**src/rtl/macs_result_reader.sv**
```systemverilog
// Captures one 32 x 32-bit MACs result row on a MACs_ready rising edge and
// streams it out one element per accepted handshake, index 0 first.
module macs_result_reader (
    input  logic          clk,
    input  logic          reader_reset_n,
    input  logic          reader_enable,
    input  logic          MACs_ready,
    input  logic [1023:0] dataC_in,
    input  logic          word_ready,
    output logic [31:0]   word_out,
    output logic          word_valid,
    output logic [4:0]    word_idx,
    output logic          word_last,
    output logic          reader_busy,
    output logic          overrun
);

    localparam logic ST_IDLE  = 1'b0;
    localparam logic ST_DRAIN = 1'b1;

    logic          state_q;
    logic          state_d;
    logic [4:0]    idx_q;
    logic [4:0]    idx_d;
    logic          ready_q;
    logic          overrun_q;
    logic          overrun_d;
    logic [1023:0] buf_q;

    logic          capture_edge;
    logic          transfer;
    logic          final_xfer;
    logic          load;
    logic [9:0]    bit_base;

    assign capture_edge = MACs_ready & ~ready_q;
    assign transfer     = (state_q == ST_DRAIN) & word_ready;
    assign final_xfer   = transfer & (idx_q == 5'd31);

    always_comb begin
        state_d   = state_q;
        idx_d     = idx_q;
        overrun_d = overrun_q;
        load      = 1'b0;
        case (state_q)
            ST_IDLE: begin
                if (capture_edge && reader_enable) begin
                    load    = 1'b1;
                    idx_d   = 5'd0;
                    state_d = ST_DRAIN;
                end
            end
            ST_DRAIN: begin
                if (final_xfer) begin
                    idx_d = 5'd0;
                    // A new row arriving exactly as the old one finishes is
                    // chained straight into a fresh drain, not an overrun.
                    if (capture_edge && reader_enable) begin
                        load    = 1'b1;
                        state_d = ST_DRAIN;
                    end else begin
                        state_d = ST_IDLE;
                    end
                end else begin
                    if (transfer) begin
                        idx_d = idx_q + 5'd1;
                    end
                    if (capture_edge) begin
                        overrun_d = 1'b1;
                    end
                end
            end
            default: begin
                state_d = ST_IDLE;
                idx_d   = 5'd0;
            end
        endcase
    end

    always_ff @(posedge clk or negedge reader_reset_n) begin
        if (!reader_reset_n) begin
            state_q   <= ST_IDLE;
            idx_q     <= 5'd0;
            ready_q   <= 1'b0;
            overrun_q <= 1'b0;
        end else begin
            state_q   <= state_d;
            idx_q     <= idx_d;
            ready_q   <= MACs_ready;
            overrun_q <= overrun_d;
        end
    end

    // Row storage needs no reset: it is only observable while draining.
    always_ff @(posedge clk) begin
        if (load) begin
            buf_q <= dataC_in;
        end
    end

    assign bit_base    = {idx_q, 5'd0};
    assign word_valid  = (state_q == ST_DRAIN);
    assign word_out    = word_valid ? buf_q[bit_base +: 32] : 32'd0;
    assign word_idx    = idx_q;
    assign word_last   = word_valid & (idx_q == 5'd31);
    assign reader_busy = word_valid;
    assign overrun     = overrun_q;

endmodule

```
**config.mk**
```make
export PLATFORM = sky130hd
export DESIGN_NAME = macs_result_reader
export DESIGN_NICKNAME = d
export VERILOG_FILES = /design/src/rtl/macs_result_reader.sv
export SDC_FILE = /design/constraint.sdc
export NUM_CORES = 1
export LEC_CHECK = 0
export ABC_AREA = 0
export CAP_MARGIN = 10
export CORE_AREA = 3 3 417 419
export DETAILED_ROUTE_END_ITERATION = 12
export DIE_AREA = 0 0 420 422
export SLEW_MARGIN = 30
export SYNTH_ARGS = -nofsm -noshare
export SYNTH_HDL_FRONTEND = slang
export SYNTH_SLANG_ARGS = --single-unit
export TNS_END_PERCENT = 30
```
**constraint.sdc**
```tcl
create_clock -name clk -period 42.1 [get_ports clk]
set_clock_uncertainty 0.05 [all_clocks]
set_input_delay 4.21 -clock clk [delete_from_list [all_inputs] [get_ports clk]]
set_output_delay 4.21 -clock clk [all_outputs]
set_load 0.005 [all_outputs]
```
==> impl_results.html, run 1 <==
<table>
<tr><th>Metric</th><th>Value</th></tr>
<tr><th colspan="2">Run status</th></tr>
<tr><td>Outcome</td><td>finished, final reports clean</td></tr>
<tr><th colspan="2">GRT</th></tr>
<tr><td>Number of antenna violations at the first check in global routing</td><td>72</td></tr>
<tr><td>Maximum number of pins on one net before global-route repair</td><td>183</td></tr>
<tr><td>Total global-route track usage</td><td>0.1705</td></tr>
<tr><td>Grt ovf</td><td>0</td></tr>
<tr><td>First-pass GRT wire length</td><td>203700 um</td></tr>
<tr><td>Vias in the first global route</td><td>23543</td></tr>
<tr><th colspan="2">Drt</th></tr>
<tr><td>Final routed DRC violation total</td><td>0</td></tr>
<tr><td>Via count</td><td>22902</td></tr>
<tr><td>Routed wire length per instance</td><td>30.18 um</td></tr>
<tr><td>Antenna Violating Nets Remaining</td><td>0</td></tr>
<tr><td>Final wirelength</td><td>155800 um</td></tr>
<tr><td>Initial drt markers</td><td>2549</td></tr>
<tr><td>Routed met3 length</td><td>12330 um</td></tr>
<tr><td>Uppermost routed layer</td><td>met5</td></tr>
<tr><td>Vias/cell</td><td>4.437</td></tr>
<tr><td>Detailed-routing iteration count for the pre-antenna-repair pass</td><td>7</td></tr>
<tr><td>Detailed route wirelength on metal2</td><td>78860 um</td></tr>
<tr><td>Routed met1 length</td><td>60750 um</td></tr>
<tr><th colspan="2">Timing</th></tr>
<tr><td>RSZ-0062 raised after global routing</td><td>no</td></tr>
<tr><td>Final Hold Slack</td><td>0.4417 ns</td></tr>
<tr><td>Final count of negative-setup-slack endpoints</td><td>0</td></tr>
<tr><td>Pin slew with the least headroom to its limit</td><td>1.029 ns</td></tr>
<tr><td>Hold Vio Cnt, Final</td><td>0</td></tr>
<tr><td>Max Slew Vio Count</td><td>0</td></tr>
<tr><td>Slew HR</td><td>0.3141</td></tr>
<tr><td>Fmax</td><td>0.09650 GHz</td></tr>
<tr><td>Post-route fraction of the period consumed by the critical path</td><td>0.2462</td></tr>
<tr><td>Setup TNS</td><td>0 ns</td></tr>
<tr><td>Shortest clock period the worst path allows after layout</td><td>10.36 ns</td></tr>
<tr><th colspan="2">Synth</th></tr>
<tr><td>Proportion of synthesized flip-flops having asynchronous set or reset</td><td>0.007752</td></tr>
<tr><td>Post-synth design cell area</td><td>39440 sq um</td></tr>
<tr><td>Post-Synthesis Mean Instance Area</td><td>23.41 sq um</td></tr>
<tr><td>Ys flop type</td><td>edfxtp_1</td></tr>
<tr><td>Portion of the post-synthesis area used by sequential elements</td><td>0.7847</td></tr>
<tr><td>Top cell type by total area after synthesis</td><td>edfxtp_1</td></tr>
<tr><td>Synth area leaders</td><td>edfxtp_1, mux4_2, mux2_2</td></tr>
<tr><td>Warnings, synthesis</td><td>0</td></tr>
<tr><td>Most instantiated cells after synthesis</td><td>edfxtp_1, mux4_2, mux2_2, mux2i_1, clkbuf_1</td></tr>
<tr><td>Flops &amp; latches, synth</td><td>1032</td></tr>
<tr><td>Cell count after synthesis</td><td>1685</td></tr>
<tr><td>Count leader, synth</td><td>edfxtp_1</td></tr>
<tr><td>Count of cell types in the netlist</td><td>37</td></tr>
<tr><td>Net count after synthesis</td><td>2716</td></tr>
<tr><td>Count of flip-flops with a built-in enable after synthesis</td><td>1024</td></tr>
<tr><td>Area share of the largest cell type after synthesis</td><td>0.7796</td></tr>
<tr><th colspan="2">Layout</th></tr>
<tr><td>Fill count</td><td>16167</td></tr>
<tr><td>Layout cells sized above 1</td><td>0.1709</td></tr>
<tr><td>Layout Nets</td><td>3845</td></tr>
<tr><td>Footprint of the flip-flops and latches</td><td>30960 sq um</td></tr>
<tr><td>Area grow syn2layout</td><td>43.63%</td></tr>
<tr><td>Area of the multi-input gates</td><td>7949 sq um</td></tr>
<tr><th colspan="2">Worst setup path</th></tr>
<tr><td>Setup slack of the most critical reg-to-reg path</td><td>36.09 ns</td></tr>
<tr><td>CP most frequent cell</td><td>buf_4</td></tr>
<tr><td>Worst r2r src</td><td>word_idx[1]</td></tr>
<tr><td>CP startpoint</td><td>word_idx[0]</td></tr>
<tr><td>CP delay by family, top</td><td>buffers and inverters</td></tr>
<tr><td>End of the critical path</td><td>word_out[4]</td></tr>
<tr><td>Master of the slowest instance on the critical path</td><td>dfrtp_4</td></tr>
<tr><td>Cell-by-cell trace of the critical path</td><td>buf_6 -&gt; buf_4 -&gt; buf_4 -&gt; mux4_1 -&gt; mux2_2 -&gt; o221ai_1 -&gt; a31oi_1 -&gt; clkdlybuf4s50_1</td></tr>
<tr><td>Buffering stage count on the worst path with inverters included</td><td>4</td></tr>
<tr><td>Worst path max stage delay</td><td>0.95 ns</td></tr>
<tr><td>Worst setup path category</td><td>flop to primary output</td></tr>
<tr><td>Critical Path Fanout Max</td><td>45</td></tr>
<tr><td>Endpoint type of the worst setup path</td><td>primary output</td></tr>
<tr><td>R2R cell count</td><td>11</td></tr>
<tr><td>Worst EP required</td><td>37.84 ns</td></tr>
<tr><td>Reg-to-Reg End</td><td>buf_q[647]</td></tr>
<tr><td>Instance count on the critical path</td><td>8</td></tr>
<tr><td>Critical path arrival</td><td>6.10 ns</td></tr>
<tr><td>CP startpoint kind</td><td>flop</td></tr>
<tr><th colspan="2">Clocking</th></tr>
<tr><td>TritonCTS clock tree</td><td>done</td></tr>
<tr><td>CTS hold repair buffers</td><td>0</td></tr>
<tr><td>Max Buffers Root-to-Sink</td><td>3</td></tr>
<tr><td>CTS Buf Count</td><td>113</td></tr>
<tr><td>Clock Sink Count</td><td>1032</td></tr>
<tr><td>Clock H-tree levels</td><td>3</td></tr>
<tr><td>Clock input transition at the sequential cells of the worst setup and hold paths</td><td>0.06 ns</td></tr>
<tr><td>Resized cells post-CTS</td><td>0</td></tr>
<tr><td>Buffers inserted by post-CTS timing repair</td><td>0</td></tr>
<tr><td>Insertion delay to the later sink of the worst-skew pair</td><td>0.73 ns</td></tr>
<tr><td>Clock Tree Root</td><td>clkbuf_16</td></tr>
<tr><th colspan="2">Placed design</th></tr>
<tr><td>Half-perimeter wire length after detailed placement</td><td>117000 um</td></tr>
<tr><td>Count of buffers inserted at the top-level ports</td><td>1069</td></tr>
<tr><td>Placer Congestion</td><td>0.8846</td></tr>
<tr><th colspan="2">Power and ir drop</th></tr>
<tr><td>Peak supply drop</td><td>0.04442 mV</td></tr>
<tr><td>Total Power</td><td>0.003184 W</td></tr>
<tr><td>P per Cell Area</td><td>56.19 nW/um^2</td></tr>
<tr><td>Leakage power</td><td>17.98 nW</td></tr>
<tr><th colspan="2">Floorplan</th></tr>
<tr><td>Number of I/O pins</td><td>1070</td></tr>
<tr><td>Number of standard-cell rows in the floorplan</td><td>152</td></tr>
<tr><td>Starting Density</td><td>0.2307</td></tr>
<tr><td>Area of the die</td><td>177200 sq um</td></tr>
<tr><td>Placeable Area</td><td>171000 sq um</td></tr>
<tr><td>Die H</td><td>422 um</td></tr>
<tr><td>Die boundary width</td><td>420 um</td></tr>
<tr><th colspan="2">Min path</th></tr>
<tr><td>Kind of path behind the tightest hold check</td><td>flop to flop</td></tr>
<tr><td>Cell depth of the worst min-delay path</td><td>1</td></tr>
<tr><th colspan="2">Run</th></tr>
<tr><td>Number of maximum-capacitance violations</td><td>0</td></tr>
</table>
==> metrics by stage <==
step | std cells | setup WS, ns | utilization | instance area [sq um]
finish | 5162 | 31.74 | 0.3313 | 56650
global route | 5155 | 31.23 | 0.3312 | 56630
CTS | 5138 | 31.23 | 0.3306 | 56520
detailed placement | 4929 | 32.07 | 0.3091 | 52850
global placement | 4926 | 32.09 | 0.3085 | 52750
floorplan | 1685 | 10.27 | - | 39440
==> cells in the final DEF (no fill, tap or decap), types with 13 or more instances in the layout <==
| cell | netlist | layout |
|---|---|---|
| mux4_1 | 20 | 20 |
| clkinv_1 | 0 | 28 |
| mux2i_1 | 64 | 64 |
| edfxtp_1 | 1024 | 1024 |
| a31oi_1 | 32 | 32 |
| clkbuf_1 | 44 | 19 |
| o221ai_1 | 32 | 27 |
| a221oi_1 | 32 | 32 |
| o21ai_0 | 28 | 28 |
| clkdlybuf4s50_1 | 0 | 1069 |
| a22oi_1 | 32 | 32 |
| mux4_2 | 204 | 204 |
| clkbuf_16 | 0 | 114 |
| buf_4 | 8 | 31 |
| diode_2 | 0 | 21 |
| clkinv_2 | 0 | 13 |
| mux2_2 | 65 | 65 |
==> flip-flops by register name, indices dropped and copies added (netlist names) <==
name	cells
reader_busy	1
ready_q	1
buf_q	1024
word_idx	5
overrun	1
==> per-layer routing <==
layer / vias to the layer above / GRT usage
met5: - / 0
met4: 18 / 0.04715
met3: 217 / 0.04530
met2: 1193 / 0.2890
met1: 11856 / 0.2135
li1: 9618 / -
==> report_power, final <==
group / total, W / switching (W) / internal, W
Combinational: 0.000995 / 0.000527 / 0.000468
Sequential: 0.00119 / 0.0000316 / 0.00116
Clock: 0.000998 / 0.000427 / 0.000570
Total: 0.00318 / 0.000986 / 0.00220
==> cell families after synthesis <==
family	count (synthesis)	synth area share
compound gates	170	0.03112
flops	1032	0.7847
fa+ha+maj	2	0.0006344
buf+inv	102	0.01583
mux	353	0.1646
simple gates	26	0.003109
==> worst min-delay path by stage <==
stage	startpoint	to	slack (ns)
finish	overrun	overrun	0.44
global route	overrun	overrun	0.47
CTS	overrun	overrun	0.44
detailed placement	overrun	overrun	0.43
global placement	overrun	overrun	0.40
floorplan	overrun	overrun	0.42
==> cell type report <==
| class | instances | share of cell area |
|---|---|---|
| Antenna cell | 21 | 0.0009276 |
| Clock buffer | 133 | 0.05161 |
| Clock inverter | 76 | 0.01323 |
| Inverter | 3 | 0.0002871 |
| Multi-Input combinational cell | 551 | 0.1403 |
| Sequential cell | 1032 | 0.5465 |
| Tap cell | 2233 | 0.04932 |
| Timing Repair Buffer | 1113 | 0.1978 |
==> worst register-to-register path, delay by kind of cell (launching register included) <==
family	cells	cell delay, ns
adder cells (fa/ha/maj)	2	0.53
buffers and inverters	5	3.29
AND/OR/NAND/NOR	4	0.63
flip-flops	1	0.86
Note: power is estimated with default switching activity, not from simulation.
==> inputs of run 2 (changes only) <==
Clock period 42.1 ns to 10.8 ns, I/O delays scaled along.
==> impl_results.html, run 2 (synthesis gave the netlist of run 1 again) <==
<table>
<tr><th>Metric</th><th>Value</th></tr>
<tr><th colspan="2">Timing</th></tr>
<tr><td>Fmax</td><td>0.1625 GHz</td></tr>
<tr><td>Max Slew Vio Count</td><td>0</td></tr>
<tr><td>Pin slew with the least headroom to its limit</td><td>0.9733 ns</td></tr>
<tr><td>Hold Vio Cnt, Final</td><td>0</td></tr>
<tr><td>Final count of negative-setup-slack endpoints</td><td>0</td></tr>
<tr><td>Post-route fraction of the period consumed by the critical path</td><td>0.5699</td></tr>
<tr><td>RSZ-0062 raised after global routing</td><td>no</td></tr>
<tr><td>Slew HR</td><td>0.3512</td></tr>
<tr><td>Shortest clock period the worst path allows after layout</td><td>6.155 ns</td></tr>
<tr><td>Final Hold Slack</td><td>0.4243 ns</td></tr>
<tr><th colspan="2">GRT</th></tr>
<tr><td>Total global-route track usage</td><td>0.1711</td></tr>
<tr><td>First-pass GRT wire length</td><td>203800 um</td></tr>
<tr><td>Maximum number of pins on one net before global-route repair</td><td>178</td></tr>
<tr><td>Vias in the first global route</td><td>23594</td></tr>
<tr><td>Grt ovf</td><td>0</td></tr>
<tr><td>Number of antenna violations at the first check in global routing</td><td>66</td></tr>
<tr><th colspan="2">Placed design</th></tr>
<tr><td>Area after detailed placement</td><td>52820 sq um</td></tr>
<tr><td>Count of buffers inserted at the top-level ports</td><td>1069</td></tr>
<tr><td>Half-perimeter wire length after detailed placement</td><td>118300 um</td></tr>
<tr><td>Placer Congestion</td><td>0.9184</td></tr>
<tr><th colspan="2">Floorplan</th></tr>
<tr><td>Number of I/O pins</td><td>1070</td></tr>
<tr><td>Placeable Area</td><td>171000 sq um</td></tr>
<tr><td>Starting Density</td><td>0.2307</td></tr>
<tr><td>Die H</td><td>422 um</td></tr>
<tr><td>Number of standard-cell rows in the floorplan</td><td>152</td></tr>
<tr><td>Die boundary width</td><td>420 um</td></tr>
<tr><td>Area of the die</td><td>177200 sq um</td></tr>
<tr><th colspan="2">Layout</th></tr>
<tr><td>Leading cell type in the layout, fill and taps excluded</td><td>clkdlybuf4s50_1</td></tr>
<tr><td>Register bank with the most flops</td><td>buf_q</td></tr>
<tr><td>Area grow syn2layout</td><td>43.89%</td></tr>
<tr><td>Area of all placed cells without fillers</td><td>56750 sq um</td></tr>
<tr><td>Fill count</td><td>16209</td></tr>
<tr><td>Layout cells sized above 1</td><td>0.1741</td></tr>
<tr><td>Layout Nets</td><td>3850</td></tr>
<tr><td>Flip-flop count of the largest register after layout</td><td>1024</td></tr>
<tr><td>Final core utilization</td><td>0.3319</td></tr>
<tr><td>Leading cell types in the layout, fill and taps excluded</td><td>clkdlybuf4s50_1, edfxtp_1, mux4_2</td></tr>
<tr><th colspan="2">Worst setup path</th></tr>
<tr><td>Endpoint type of the worst setup path</td><td>primary output</td></tr>
<tr><td>Worst setup path category</td><td>flop to primary output</td></tr>
<tr><td>Reg-to-Reg End</td><td>buf_q[725]</td></tr>
<tr><td>Critical path arrival</td><td>5.02 ns</td></tr>
<tr><td>Worst EP required</td><td>9.67 ns</td></tr>
<tr><td>Worst r2r src</td><td>word_idx[1]</td></tr>
<tr><td>Critical Path Fanout Max</td><td>42</td></tr>
<tr><td>R2R cell count</td><td>10</td></tr>
<tr><td>CP startpoint kind</td><td>flop</td></tr>
<tr><td>Setup slack of the most critical reg-to-reg path</td><td>6.00 ns</td></tr>
<tr><th colspan="2">Power and ir drop</th></tr>
<tr><td>Power dissipated by switching net loads</td><td>0.003889 W</td></tr>
<tr><td>Peak supply drop</td><td>0.1412 mV</td></tr>
<tr><td>Internal Dissipation</td><td>0.008564 W</td></tr>
<tr><td>Total Power</td><td>0.01245 W</td></tr>
<tr><td>P per Cell Area</td><td>219.4 nW/um^2</td></tr>
<tr><td>Sequential cell fraction of total power</td><td>0.371</td></tr>
<tr><td>Leakage power</td><td>18.04 nW</td></tr>
<tr><td>Sw Share</td><td>0.3123</td></tr>
<tr><td>Portion of total power attributed to the clock network</td><td>0.317</td></tr>
<tr><td>Part of the total power dissipated in combinational logic</td><td>0.312</td></tr>
<tr><th colspan="2">Drt</th></tr>
<tr><td>Via count</td><td>22914</td></tr>
<tr><td>Final wirelength</td><td>156200 um</td></tr>
<tr><td>Initial drt markers</td><td>2610</td></tr>
<tr><td>Routed wire length per instance</td><td>30.12 um</td></tr>
<tr><td>Antenna Violating Nets Remaining</td><td>0</td></tr>
<tr><td>Detailed-routing iteration count for the pre-antenna-repair pass</td><td>7</td></tr>
<tr><td>Vias/cell</td><td>4.418</td></tr>
<tr><td>Final routed DRC violation total</td><td>0</td></tr>
<tr><th colspan="2">Clocking</th></tr>
<tr><td>Max Buffers Root-to-Sink</td><td>3</td></tr>
<tr><td>Clock input transition at the sequential cells of the worst setup and hold paths</td><td>0.07 ns</td></tr>
<tr><td>Clock H-tree levels</td><td>3</td></tr>
<tr><td>TritonCTS clock tree</td><td>done</td></tr>
<tr><td>CTS hold repair buffers</td><td>0</td></tr>
<tr><td>Clock Tree Root</td><td>clkbuf_16</td></tr>
<tr><td>CTS Buf Count</td><td>115</td></tr>
<tr><td>Insertion delay to the later sink of the worst-skew pair</td><td>0.77 ns</td></tr>
<tr><td>Clock Sink Count</td><td>1032</td></tr>
<tr><td>Resized cells post-CTS</td><td>0</td></tr>
<tr><td>Buffers inserted by post-CTS timing repair</td><td>0</td></tr>
<tr><th colspan="2">Run status</th></tr>
<tr><td>Outcome</td><td>finished, final reports clean</td></tr>
<tr><th colspan="2">Min path</th></tr>
<tr><td>Hold EP</td><td>overrun</td></tr>
<tr><td>Hold path startpoint</td><td>overrun</td></tr>
<tr><td>Cell depth of the worst min-delay path</td><td>1</td></tr>
<tr><td>Kind of path behind the tightest hold check</td><td>flop to flop</td></tr>
<tr><th colspan="2">Run</th></tr>
<tr><td>Number of maximum-capacitance violations</td><td>0</td></tr>
</table>
[run 2: cell types whose count changed in the layout (fill, tap and decap cells not counted), moves of 2 or more]
cell / before / now
diode_2: 21 / 36
clkinv_2: 13 / 25
buf_4: 31 / 35
clkbuf_1: 19 / 16
clkinv_16: 0 / 3
o221ai_1: 27 / 30
o221ai_2: 5 / 2
buf_16: 4 / 2
clkinv_8: 3 / 1
[run 2: routing by layer]
metal / vias to the layer above / global-route usage / part of all wire
met2: 1171 / 0.2839 / 0.50
li1: 9647 / - / -
met4: 18 / 0.06414 / 0.030
met1: 11861 / 0.2078 / 0.38
met3: 217 / 0.05306 / 0.091
met5: - / 0 / 0.00080
[run 2: cell type report]
class,count,area (sq um),area share
Multi-Input combinational cell,551,7935,0.1398
Antenna cell,36,90.09,0.001587
Clock buffer,131,2938,0.05176
Timing Repair Buffer,1116,11190,0.1972
Sequential cell,1032,30960,0.5455
Tap cell,2233,2794,0.04923
Clock inverter,85,828.3,0.01459
Inverter,3,16.27,0.0002866
[run 2: how the worst max path moves through the flow]
stage / slack, ns / depth (start not counted) / to / from
after global placement: 5.09 / 7 / word_out[3] / word_idx[0]
after global routing: 4.34 / 7 / word_out[24] / word_idx[0]
after detailed placement: 5.10 / 7 / word_out[3] / word_idx[0]
after floorplan: -6.19 / 2 / buf_q[0] / MACs_ready
after CTS: 4.22 / 7 / word_out[3] / word_idx[0]
final: 4.65 / 7 / word_out[3] / word_idx[1]
[run 2: metrics by stage]
step | setup TNS, ns | std cells | setup slack [ns]
after floorplan | -6341.31 | 1685 | -6.193
after global placement | 0 | 4927 | 5.093
after detailed placement | 0 | 4932 | 5.102
after CTS | 0 | 5148 | 4.224
after global routing | 0 | 5176 | 4.341
final | 0 | 5187 | 4.645
[run 2: power by group through the flow]
stage / Combinational (W) / Clock [W] / Sequential, W
after floorplan: 0.00206 / 0 / 0.00468
after global placement: 0.00393 / 0 / 0.00471
after detailed placement: 0.00397 / 0 / 0.00471
after CTS: 0.00398 / 0.00405 / 0.00463
after global routing: 0.00415 / 0.00419 / 0.00463
final: 0.00388 / 0.00395 / 0.00462
[run 2: worst max-delay path, cell delays in order (launching register included)]
cell and delay, ns:
dfrtp_4 0.62, buf_4 0.64, buf_4 0.66, mux4_2 0.33
mux2_2 0.18, o221ai_1 0.29, a31oi_1 0.76, clkdlybuf4s50_1 0.65
